==> src/rtl/clk_interval_timebase.sv <==
// -----------------------------------------------------------------------------
// clk_interval_timebase
//
// Free-running timebase for one clock domain. A phase accumulator adds
// SUBSEC_RATE every clock and wraps at CLK_RATE. Each wrap produces one
// sub-second tick. Over any CLK_RATE clocks this yields exactly SUBSEC_RATE
// ticks, with no long-term drift, even when CLK_RATE is not a multiple of
// SUBSEC_RATE. Tick spacing alternates between floor and ceil of the ratio.
//
// Optional build macro: CLK_INTERVAL_PPS_ALIGN_EN
//   When defined, a rising edge on pps re-phases the timebase to a second
//   boundary. The sub-second position is rounded to the nearest second.
//   When undefined, pps is ignored.
//
// Parameters:
//   CLK_RATE       clk frequency in Hz (>= SUBSEC_RATE)
//   SUBSEC_RATE    sub-second ticks per second
//   COUNTER_WIDTH  width of the since-boot counters and their snapshots
//
// Ports:
//   clk, rst             clock; synchronous active-high reset
//   latchStrobe          capture a coherent snapshot of the since-boot counters
//   pps                  pulse-per-second input (alignment build only)
//   subsecTick           one-clk pulse per sub-second interval
//   secTick              one-clk pulse per second rollover (always with subsecTick)
//   subsecondsSinceBoot  free-running sub-second count
//   secondsSinceBoot     free-running seconds count
//   subsecondOfSecond    position within the current second, 0..SUBSEC_RATE-1
//   latchedSubseconds    snapshot of subsecondsSinceBoot
//   latchedSeconds       snapshot of secondsSinceBoot
//   latchValid           one-clk pulse when the snapshot outputs were updated
// -----------------------------------------------------------------------------
module clk_interval_timebase #(
    parameter int CLK_RATE      = 100000000,
    parameter int SUBSEC_RATE   = 1000000,
    parameter int COUNTER_WIDTH = 32,
    // With SUBSEC_RATE == 1, the position counter still needs one bit.
    // In that case the bit is always zero.
    localparam int SOS_W = (SUBSEC_RATE > 1) ? $clog2(SUBSEC_RATE) : 1
) (
    input  logic                     clk,
    input  logic                     rst,
    input  logic                     latchStrobe,
    input  logic                     pps,
    output logic                     subsecTick,
    output logic                     secTick,
    output logic [COUNTER_WIDTH-1:0] subsecondsSinceBoot,
    output logic [COUNTER_WIDTH-1:0] secondsSinceBoot,
    output logic [SOS_W-1:0]         subsecondOfSecond,
    output logic [COUNTER_WIDTH-1:0] latchedSubseconds,
    output logic [COUNTER_WIDTH-1:0] latchedSeconds,
    output logic                     latchValid
);

    // The accumulator always stays below CLK_RATE, so acc + SUBSEC_RATE
    // stays below CLK_RATE + SUBSEC_RATE. The sum below carries one spare
    // bit so the compare never has to reason about wrap.
    localparam int ACC_W = (CLK_RATE + SUBSEC_RATE > 1) ?
                           $clog2(CLK_RATE + SUBSEC_RATE) : 1;

    localparam logic [ACC_W:0]   RATE_STEP = (ACC_W+1)'(SUBSEC_RATE);
    localparam logic [ACC_W:0]   CLK_LIM   = (ACC_W+1)'(CLK_RATE);
    localparam logic [SOS_W-1:0] SOS_LAST  = SOS_W'(SUBSEC_RATE - 1);
    localparam logic [SOS_W:0]   SOS_HALF  = (SOS_W+1)'(SUBSEC_RATE / 2);

    generate
        if (SUBSEC_RATE < 1 || SUBSEC_RATE > CLK_RATE) begin : gBadCfg
            $error("clk_interval_timebase: need 1 <= SUBSEC_RATE <= CLK_RATE");
        end
    endgenerate

    logic [ACC_W-1:0] acc;
    logic [ACC_W:0]   sum;
    logic [ACC_W:0]   accNext;
    logic             natTick;    // phase accumulator wrapped this edge
    logic             ppsAlign;   // pps rise re-phases the timebase this edge
    logic             anyTick;    // a sub-second tick happens this edge
    logic             secStep;    // seconds counter advances this edge
    logic             sosAtLast;
    logic             sosPastHalf;
    logic [SOS_W-1:0] sosNext;

`ifdef CLK_INTERVAL_PPS_ALIGN_EN
    // The registered copy of pps is not reset. A pps held high across
    // reset therefore does not look like a fresh rise on release.
    logic ppsQ;

    always_ff @(posedge clk) begin
        ppsQ <= pps;
    end

    assign ppsAlign = pps & ~ppsQ;
`else
    logic unusedPps;

    assign unusedPps = pps;
    assign ppsAlign  = 1'b0;
`endif

    // Next-state logic
    always_comb begin
        sum         = {1'b0, acc} + RATE_STEP;
        natTick     = (sum >= CLK_LIM);
        accNext     = natTick ? (sum - CLK_LIM) : sum;

        sosAtLast   = (subsecondOfSecond == SOS_LAST);
        sosPastHalf = ({1'b0, subsecondOfSecond} >= SOS_HALF);

        anyTick     = natTick | ppsAlign;

        // Alignment wins over a natural tick on the same edge. It counts as
        // a single tick, and it bumps the seconds count only when we were
        // already in the second half of the current second.
        if (ppsAlign) begin
            secStep = sosPastHalf;
            sosNext = '0;
        end else if (natTick) begin
            secStep = sosAtLast;
            sosNext = sosAtLast ? '0 : subsecondOfSecond + SOS_W'(1);
        end else begin
            secStep = 1'b0;
            sosNext = subsecondOfSecond;
        end
    end

    // Timebase registers
    always_ff @(posedge clk) begin
        if (rst) begin
            acc                 <= '0;
            subsecTick          <= 1'b0;
            secTick             <= 1'b0;
            subsecondsSinceBoot <= '0;
            secondsSinceBoot    <= '0;
            subsecondOfSecond   <= '0;
        end else begin
            acc                 <= ppsAlign ? '0 : accNext[ACC_W-1:0];
            subsecTick          <= anyTick;
            secTick             <= secStep;
            subsecondOfSecond   <= sosNext;
            if (anyTick) begin
                subsecondsSinceBoot <= subsecondsSinceBoot + COUNTER_WIDTH'(1);
            end
            if (secStep) begin
                secondsSinceBoot <= secondsSinceBoot + COUNTER_WIDTH'(1);
            end
        end
    end

    // Snapshot registers. The snapshot samples the counter registers as they
    // stand before this edge. A tick on the strobe edge therefore shows up
    // in the live counters but not in the snapshot.
    always_ff @(posedge clk) begin
        if (rst) begin
            latchedSubseconds <= '0;
            latchedSeconds    <= '0;
            latchValid        <= 1'b0;
        end else begin
            latchValid <= latchStrobe;
            if (latchStrobe) begin
                latchedSubseconds <= subsecondsSinceBoot;
                latchedSeconds    <= secondsSinceBoot;
            end
        end
    end

endmodule
==> config.mk <==
export PLATFORM = sky130hd
export DESIGN_NAME = clk_interval_timebase
export DESIGN_NICKNAME = d
export VERILOG_FILES = /design/src/rtl/clk_interval_timebase.sv
export SDC_FILE = /design/constraint.sdc
export NUM_CORES = 1
export LEC_CHECK = 0
export BUFFER_PORTS_ARGS = -buffer_cell sky130_fd_sc_hd__buf_2
export CAP_MARGIN = 20
export CORE_UTILIZATION = 45
export CTS_BUF_LIST = sky130_fd_sc_hd__clkbuf_4
export CTS_CLUSTER_DIAMETER = 100
export DETAILED_ROUTE_END_ITERATION = 10
export GPL_ROUTABILITY_DRIVEN = 1
export PLACE_DENSITY = 0.67
export SYNTH_ARGS = -nofsm -noshare
export SYNTH_HDL_FRONTEND = slang
export SYNTH_SLANG_ARGS = --single-unit
export TNS_END_PERCENT = 100
==> constraint.sdc <==
create_clock -name clk -period 4.8 [get_ports clk]
set_clock_uncertainty 0.2 [all_clocks]
set_input_delay 1.44 -clock clk [delete_from_list [all_inputs] [get_ports clk]]
set_output_delay 1.44 -clock clk [all_outputs]
set_load 0.005 [all_outputs]
==> results of run 1 <==
[area by class of cell]
type                       instances  area [um2]
inverter                          18        67.6
antenna                            1        2.50
clock buffer                      17         128
multi-input combinational        710        4570
sequential                       172        3440
timing repair buffer             167         892
fill                            1751        8600
clock inverter                    15         158
tap                              229         287
[metal layers]
metal | track usage, % | vias to the layer above
met3 | 4.56 | 12
met4 | 5.32 | 0
met2 | 33.8 | 162
met1 | 29.4 | 3636
met5 | 0 | -
li1 | - | 3798
[layout by cell type (no fill, tap or decap), types with 28 or more instances in the layout]
master	instances
nand2_1	47
o21ai_0	39
nand3_1	41
dfxtp_1	172
a21oi_1	73
or3_1	28
mux2i_1	65
nor2_1	116
buf_2	151
[flip-flops by register name, summed over array words and instances (netlist names)]
signal               count
latchedSeconds          32
latchedSubseconds       32
secondsSinceBoot        32
subsecondsSinceBoot     32
acc                     21
subsecondOfSecond       20
latchValid               1
secTick                  1
subsecTick               1
[worst max-delay path by stage]
stage                start              endpoint  cells after the start
detailed placement  acc[6]  secondsSinceBoot[14]                     10
global route        acc[6]  secondsSinceBoot[14]                     10
global placement    acc[6]  subsecondOfSecond[3]                     10
floorplan           acc[6]   secondsSinceBoot[6]                     11
finish              acc[6]  secondsSinceBoot[15]                     10
CTS                 acc[6]  secondsSinceBoot[15]                     10
[logic make-up after synthesis]
| logic type | count (synthesis) | synth area share (%) |
|---|---|---|
| flip-flops | 172 | 41.0 |
| buffers and inverters | 92 | 4.75 |
| multiplexers | 82 | 10.0 |
| AND/OR/NAND/NOR | 388 | 24.5 |
| adder cells (fa/ha/maj) | 7 | 1.04 |
| AO/OA/AOI/OAI | 212 | 16.5 |
| XOR/XNOR | 21 | 2.19 |
[worst max-delay path, cell delays in order, from the launching register on]
cell	delay, ns
dfxtp_1	0.52
ha_1	0.43
a211oi_2	0.19
o31ai_4	0.50
nand3b_1	0.16
mux2_2	0.29
a311o_1	0.41
o21a_4	0.46
buf_4	0.29
nor3b_1	0.28
mux2_2	0.38
[synthesized netlist by cell type (all sizes together), types with 15 or more instances]
| master | instances |
|---|---|
| o31ai | 18 |
| nand4 | 16 |
| dfxtp | 172 |
| inv | 18 |
| and3 | 20 |
| o311ai | 16 |
| or4 | 20 |
| o21ai | 40 |
| nand2 | 47 |
| mux2i | 65 |
| or2 | 15 |
| nor2 | 116 |
| mux2 | 17 |
| clkbuf | 48 |
| nor2b | 15 |
| buf | 26 |
| a21oi | 73 |
| o41ai | 15 |
| or3 | 28 |
| nand3 | 42 |
| nor3 | 17 |
[report_power, final]
| group | total (uW) | switching (uW) | internal [uW] |
|---|---|---|---|
| Combinational | 265 | 159 | 106 |
| Clock | 845 | 568 | 277 |
| Sequential | 1490 | 39.7 | 1450 |
| Total | 2600 | 766 | 1830 |
[metrics by stage]
stage / area [um2] / utilization (%) / total power, uW
after floorplan: 8400 / - / 1730
after global placement: 9260 / 51.0 / 1780
after detailed placement: 9260 / 51.0 / 1780
after CTS: 9540 / 52.6 / 2630
after global routing: 9540 / 52.6 / 2730
final: 9540 / 52.6 / 2600
==> reports/summary.txt, run 1 <==
post-layout min period - 4.22 ns
Setup CP Type - flip-flop to flip-flop
CTS Sinks - 172
GRT Resource Usage Total - 21.3%
Initial DRT Pass Iterations - 9
CP startpoint kind - flip-flop
Synth top area share - 41.0%
period utilization - 88.0%
Max Cap Viol - 0
core box area - 0.0181 mm2
Slew HR - 42.3%
Critical Path RT - 5.10 ns
worst skew pair latency - 0.59 ns
fin worst setup slack - 0.578 ns
DIE HEIGHT - 139 um
CTS tree - done
Metal-1 WL - 9960 um
H-tree depth - 4
worst vdd ir - 138 uV
number of port buffers - 153
Final Max Tran Viols - 0
P per Cell Area - 272 mW/mm2
layout cells sized above 1 - 21.9%
post-CTS setup buffers - 0
top cells by area, synth - dfxtp_1, mux2i_1, nor2_1, a21oi_1, nand3_1
vias in the first global route - 6824
Worst Hold Path EP - latchedSeconds[28]
area grow syn2layout - 13.6%
grt total ovfl - 0
Worst Setup End Kind - flip-flop
row cnt - 49
Syn Area/Cell - 8.62 um2
failing checks - DRC
worst r2r src - acc[6]
synth warn - 0
Layout Nets - 1097
count of cell types in the netlist - 62
# IOs - 155
initial antenna violation count - 1
die width - 139 um
Worst-Margin Slew - 0.866 ns
top routing layer used - met4
Initial Util - 46.3%
PostCTS Resize Cnt - 0
detailed-route wire length per cell - 15.4 um
fmax - 237 MHz
DP Worst Slack - 0.650 ns
Setup-failing EPs final - 0
EDFF count, synth - 0
post-route insts no fill - 1329
Worst R2R Setup Slack - 0.58 ns
cell count after synthesis - 974
Hold Fails Final Rpt - 0
Placed Cells - 1296
WL final - 20500 um
ys async rst share - 0%
number of remaining DRC errors - 5
CP max FO - 66
hold buffer count at cts - 0
Yosys reg bits - 172
vias per cell - 5.72
Seq/Total Area, Yosys - 41.0%
CTS Buf Count - 17
syn nets - 985
Final Wtd Congestion - 0.829
hold path start - latchedSeconds[28]
R2R Path End - secondsSinceBoot[15]
1st-iter DRT viols - 496
Hold Path Class - flip-flop to flip-flop
Yosys top cell by area - dfxtp_1
clk slew on worst S/H paths - 0.15 ns
Root Buffer - clkbuf_4
die area - 0.0192 mm2
status - complete, but fails checks
leakage power - 0.00390 uW
WHS - 0.305 ns
ANT nets after route - 0
met3 WL - 963 um
Hold Path Stages - 2
wire length of the first global-routing pass - 33900 um
area of the mapped netlist - 0.00840 mm2
Clock Tree Buf Depth - 2
Met2 Routed Length - 9380 um
via count - 7608
maximum number of pins on one net before global-route repair - 77
Setup TNS - 0 ns
dpl hpwl - 13400 um
Synth Flop Type - dfxtp_1
Worst R2R Path Depth - 10
RSZ-0062 raised after global routing - false
Critical Path AT - 4.52 ns
No activity file was read; power rests on OpenSTA's default activity.
==> inputs of run 2 (changes only) <==
--- a/config.mk
+++ b/config.mk
@@ -7,12 +7,14 @@
 export LEC_CHECK = 0
 export BUFFER_PORTS_ARGS = -buffer_cell sky130_fd_sc_hd__buf_2
 export CAP_MARGIN = 20
+export CORE_ASPECT_RATIO = 1.25
 export CORE_UTILIZATION = 45
 export CTS_BUF_LIST = sky130_fd_sc_hd__clkbuf_4
 export CTS_CLUSTER_DIAMETER = 100
 export DETAILED_ROUTE_END_ITERATION = 10
 export GPL_ROUTABILITY_DRIVEN = 1
 export PLACE_DENSITY = 0.67
+export REMOVE_ABC_BUFFERS = 1
 export SYNTH_ARGS = -nofsm -noshare
 export SYNTH_HDL_FRONTEND = slang
 export SYNTH_SLANG_ARGS = --single-unit
==> run 2 against run 1 <==
Net effect: the flow now finishes without violations; first-iteration DRC count is 27% lower; worst hold slack worse by 0.0014 ns; routed wire length is 0.14% lower; sequential share of layout area hardly changed; final area hardly changed; final cell count is 0.38% lower; non-clock buffer count is 4 lower; flip-flop and latch count stayed put; combinational power hardly changed; fmax is 2.5% higher; critical endpoint is now secondsSinceBoot[14].
==> reports/summary.txt, run 2 (synthesis results as in run 1) <==
Setup-failing EPs final - 0
dpl hpwl - 13500 um
leakage power - 0.00391 uW
post-layout min period - 4.12 ns
Worst-Margin Slew - 1.11 ns
period utilization - 85.8%
Clock Tree Buf Depth - 2
H-tree depth - 4
Hold Fails Final Rpt - 0
CTS Buf Count - 17
crit path from - acc[6]
Worst R2R Path Depth - 10
Initial DRT Pass Iterations - 5
die area - 0.0192 mm2
CP max stage delay - 0.51 ns
initial antenna violation count - 1
core box area - 0.0182 mm2
GRT Resource Usage Total - 21.7%
slowest CP cell - or4_1
CP startpoint kind - flip-flop
CP cell instances - ha_1 > a211oi_2 > o31ai_4 > nand3b_1 > mux2_2 > a311o_1 > o21a_4 > buf_12 > or4_1 > a21oi_1
Multi-input gate area - 0.00457 mm2
Root Buffer - clkbuf_4
Worst R2R Setup Slack - 0.68 ns
status - finished clean
vias in the first global route - 6916
worst skew pair latency - 0.59 ns
Worst Hold Path EP - latchedSeconds[16]
WHS - 0.303 ns
area grow syn2layout - 13.6%
Final Wtd Congestion - 0.844
number of remaining DRC errors - 0
Worst Setup End Kind - flip-flop
Critical Path RT - 5.11 ns
clk slew on worst S/H paths - 0.13 ns
PostCTS Resize Cnt - 0
wire length of the first global-routing pass - 33600 um
worst vdd ir - 198 uV
Slew HR - 26.1%
die width - 124 um
post-layout util - 52.5%
Initial Util - 46.2%
Setup TNS - 0 ns
Power Total - 2640 uW
row cnt - 55
1st-iter DRT viols - 361
via count - 7579
hold path start - latchedSeconds[16]
CTS Sinks - 172
FF+latch area - 0.00344 mm2
fmax - 243 MHz
Hold Path Stages - 2
most common cell after layout, fill and taps aside - dfxtp_1
Critical Path AT - 4.43 ns
grt total ovfl - 0
Final Max Tran Viols - 0
ANT nets after route - 0
vias per cell - 5.72
R2R Path End - secondsSinceBoot[14]
Hold Path Class - flip-flop to flip-flop
Max Cap Viol - 0
# IOs - 155
layout cells sized above 1 - 21.6%
DIE HEIGHT - 155 um
Setup CP Type - flip-flop to flip-flop
CP max FO - 57
post-CTS setup buffers - 0
WL final - 20400 um
number of port buffers - 153
detailed-route wire length per cell - 15.4 um
CTS tree - done
worst r2r src - acc[6]
hold buffer count at cts - 0
Layout Nets - 1093
FILL cells - 1802
most frequent cells in the layout - dfxtp_1, buf_2, nor2_1
RSZ-0062 raised after global routing - false
P per Cell Area - 276 mW/mm2
maximum number of pins on one net before global-route repair - 121
## run 2: cell count changes in the layout (fill, tap and decap cells not counted), sizes merged
cell	before	now
clkinv	3	9
inv	26	20
bufinv	1	3
buf	167	163
clkinvlp	3	1
## run 2: power by group
group,leakage [uW],total [uW],internal (uW),switching (uW)
registers,0.00139,1490,1450,40.4
logic,0.00235,264,106,158
clock network,0.000166,883,361,522
total,0.00391,2640,1910,721
## run 2: cell type report
cell class | instances | area share, %
clock inverters | 15 | 1.80
inverters | 18 | 0.708
repair buffers | 163 | 9.17
well taps | 228 | 2.99
diodes | 1 | 0.0262
clock buffers | 17 | 1.34
multi-input cells | 710 | 47.9
flip-flops and latches | 172 | 36.1
## run 2: layer usage
metal	wire length, um	vias up	track usage, %	share of wire [%]
li1	-	3790	-	-
met4	299	0	7.26	1.5
met3	790	22	4.06	3.9
met1	8970	3612	27.2	44
met5	0	-	0	0
met2	10400	155	36.9	51
## run 2: worst max-delay path by stage
stage,to,cells past startpoint
detailed placement,subsecondsSinceBoot[23],10
global placement,subsecondOfSecond[8],10
finish,secondsSinceBoot[14],10
CTS,secondsSinceBoot[18],10
floorplan,secondsSinceBoot[31],9
global route,secondsSinceBoot[20],10
## run 2: stage by stage
step,std cells,area [um2],setup slack [ns]
2_1_floorplan,900,8070,-0.398
3_3_place_gp,1291,9240,0.750
3_5_place_dp,1291,9240,0.704
4_1_cts,1323,9540,0.680
5_1_grt,1324,9540,0.365
6_report,1324,9540,0.679
## run 2: critical path, delay by kind of cell (launching register included)
family,cells,cell delay [ns]
AOI/OAI and AO/OA,5,1.68
adders and majority gates,1,0.43
buffers and inverters,1,0.25
DFF,1,0.50
muxes,1,0.29
and+or+nand+nor,2,0.67
==> inputs of run 3 (changes only) <==
==> constraint.sdc (replaced) <==
create_clock -name clk -period 5.2 [get_ports clk]
set_clock_uncertainty 0.2 [all_clocks]
set_input_delay 1.56 -clock clk [delete_from_list [all_inputs] [get_ports clk]]
set_output_delay 1.56 -clock clk [all_outputs]
set_load 0.005 [all_outputs]
==> run 3 against run 2 <==
Net effect: final area down 0.77%; first-iteration DRC count fell by 1.9%; total power decreased by 14%; flip-flop and latch count unchanged; register-to-register slack improved by 0.36 ns; sequential power decreased by 8%; fmax decreased by 0.85%; sequential share of layout area is 0.28 points higher; critical path depth stayed put; non-clock buffer count is the same; setup slack improved by 0.36 ns.
==> reports/summary.txt, run 3 (synthesis results as in run 1) <==
status - finished clean
H-tree depth - 4
most frequent cells in the layout - dfxtp_1, buf_2, nor2_1
Worst R2R Path Depth - 10
P per Cell Area - 241 mW/mm2
Metal-1 WL - 9450 um
met3 WL - 494 um
layout cells sized above 1 - 21.3%
dpl hpwl - 13600 um
Power Total - 2280 uW
hold path start - latchedSubseconds[31]
Post-Place Cell Area - 0.00922 mm2
worst skew pair latency - 0.56 ns
area grow syn2layout - 12.7%
Critical Path AT - 4.43 ns
Final Max Tran Viols - 0
Worst Setup End Kind - flip-flop
post-layout util - 52.1%
CTS Buf Count - 17
Met2 Routed Length - 10100 um
CP startpoint kind - flip-flop
period utilization - 79.9%
worst r2r src - acc[7]
Initial DRT Pass Iterations - 5
number of port buffers - 153
ANT nets after route - 0
leakage power - 0.00386 uW
Setup-failing EPs final - 0
grt total ovfl - 0
Layout Nets - 1093
Slew HR - 43.9%
WHS - 0.303 ns
via count - 7487
GRT Resource Usage Total - 21.5%
Final Cell Area - 0.00946 mm2
top routing layer used - met4
maximum number of pins on one net before global-route repair - 125
WL final - 20300 um
Hold Fails Final Rpt - 0
CTS Sinks - 172
# IOs - 155
Initial Util - 46.2%
hold buffer count at cts - 0
fmax - 241 MHz
clk slew on worst S/H paths - 0.14 ns
post-CTS setup buffers - 0
crit path from - acc[7]
initial antenna violation count - 1
post-layout min period - 4.16 ns
vias per cell - 5.65
Hold Path Stages - 2
row cnt - 55
wire length of the first global-routing pass - 33500 um
worst vdd ir - 133 uV
number of remaining DRC errors - 0
Final Wtd Congestion - 0.831
Clock Tree Buf Depth - 2
1st-iter DRT viols - 354
core box area - 0.0182 mm2
CP max FO - 69
Worst-Margin Slew - 0.834 ns
Hold Path Class - flip-flop to flip-flop
CTS tree - done
RSZ-0062 raised after global routing - false
die width - 124 um
Setup CP Type - flip-flop to flip-flop
Critical Path RT - 5.48 ns
DIE HEIGHT - 155 um
vias in the first global route - 6790
FILL cells - 1837
PostCTS Resize Cnt - 0
detailed-route wire length per cell - 15.3 um
Max Cap Viol - 0
Root Buffer - clkbuf_4
die area - 0.0192 mm2
Setup TNS - 0 ns
most common cell after layout, fill and taps aside - dfxtp_1
## run 3: report_power, final
| group | internal (uW) | leakage [uW] | switching, uW |
|---|---|---|---|
| combinational | 97.4 | 0.00236 | 149 |
| sequential | 1340 | 0.00139 | 36.0 |
| clock | 199 | 0.000114 | 461 |
| total | 1630 | 0.00386 | 646 |
## run 3: critical path: stages, from the launching register on
cell      delay [ns]
dfxtp_1         0.50
ha_1            0.44
a211oi_2        0.19
o31ai_4         0.49
nand3b_1        0.16
mux2_2          0.29
a311o_1         0.41
o21a_4          0.40
buf_12          0.27
or4_1           0.53
a21oi_1         0.16
## run 3: cell type report
type / count / area (um2) / area share, %
flip-flops and latches: 172 / 3440 / 36.4
multi-input cells: 710 / 4570 / 48.2
diodes: 2 / 5.00 / 0.0529
well taps: 228 / 285 / 3.01
repair buffers: 163 / 875 / 9.24
clock buffers: 20 / 150 / 1.59
inverters: 18 / 67.6 / 0.714
clock inverters: 11 / 72.6 / 0.767
## run 3: worst paths after layout
| path | endpoint | slack [ns] |
|---|---|---|
| worst max-delay path | secondsSinceBoot[16] | 1.04 |
| worst min-delay path | latchedSubseconds[31] | 0.30 |
| worst max register to register | secondsSinceBoot[16] | 1.04 |
| worst min register to register | latchedSubseconds[31] | 0.30 |
## run 3: routing by layer
metal | vias up | global-route usage (%)
li1 | 3800 | -
met1 | 3566 | 28.2
met2 | 111 | 36.3
met3 | 10 | 3.24
met4 | 0 | 5.67
met5 | - | 0
## run 3: metrics by stage
step	std cells	setup WS [ns]
global placement	1290	0.855
floorplan	900	0.00239
finish	1324	1.04
detailed placement	1290	0.831
CTS	1321	0.754
global route	1324	0.817
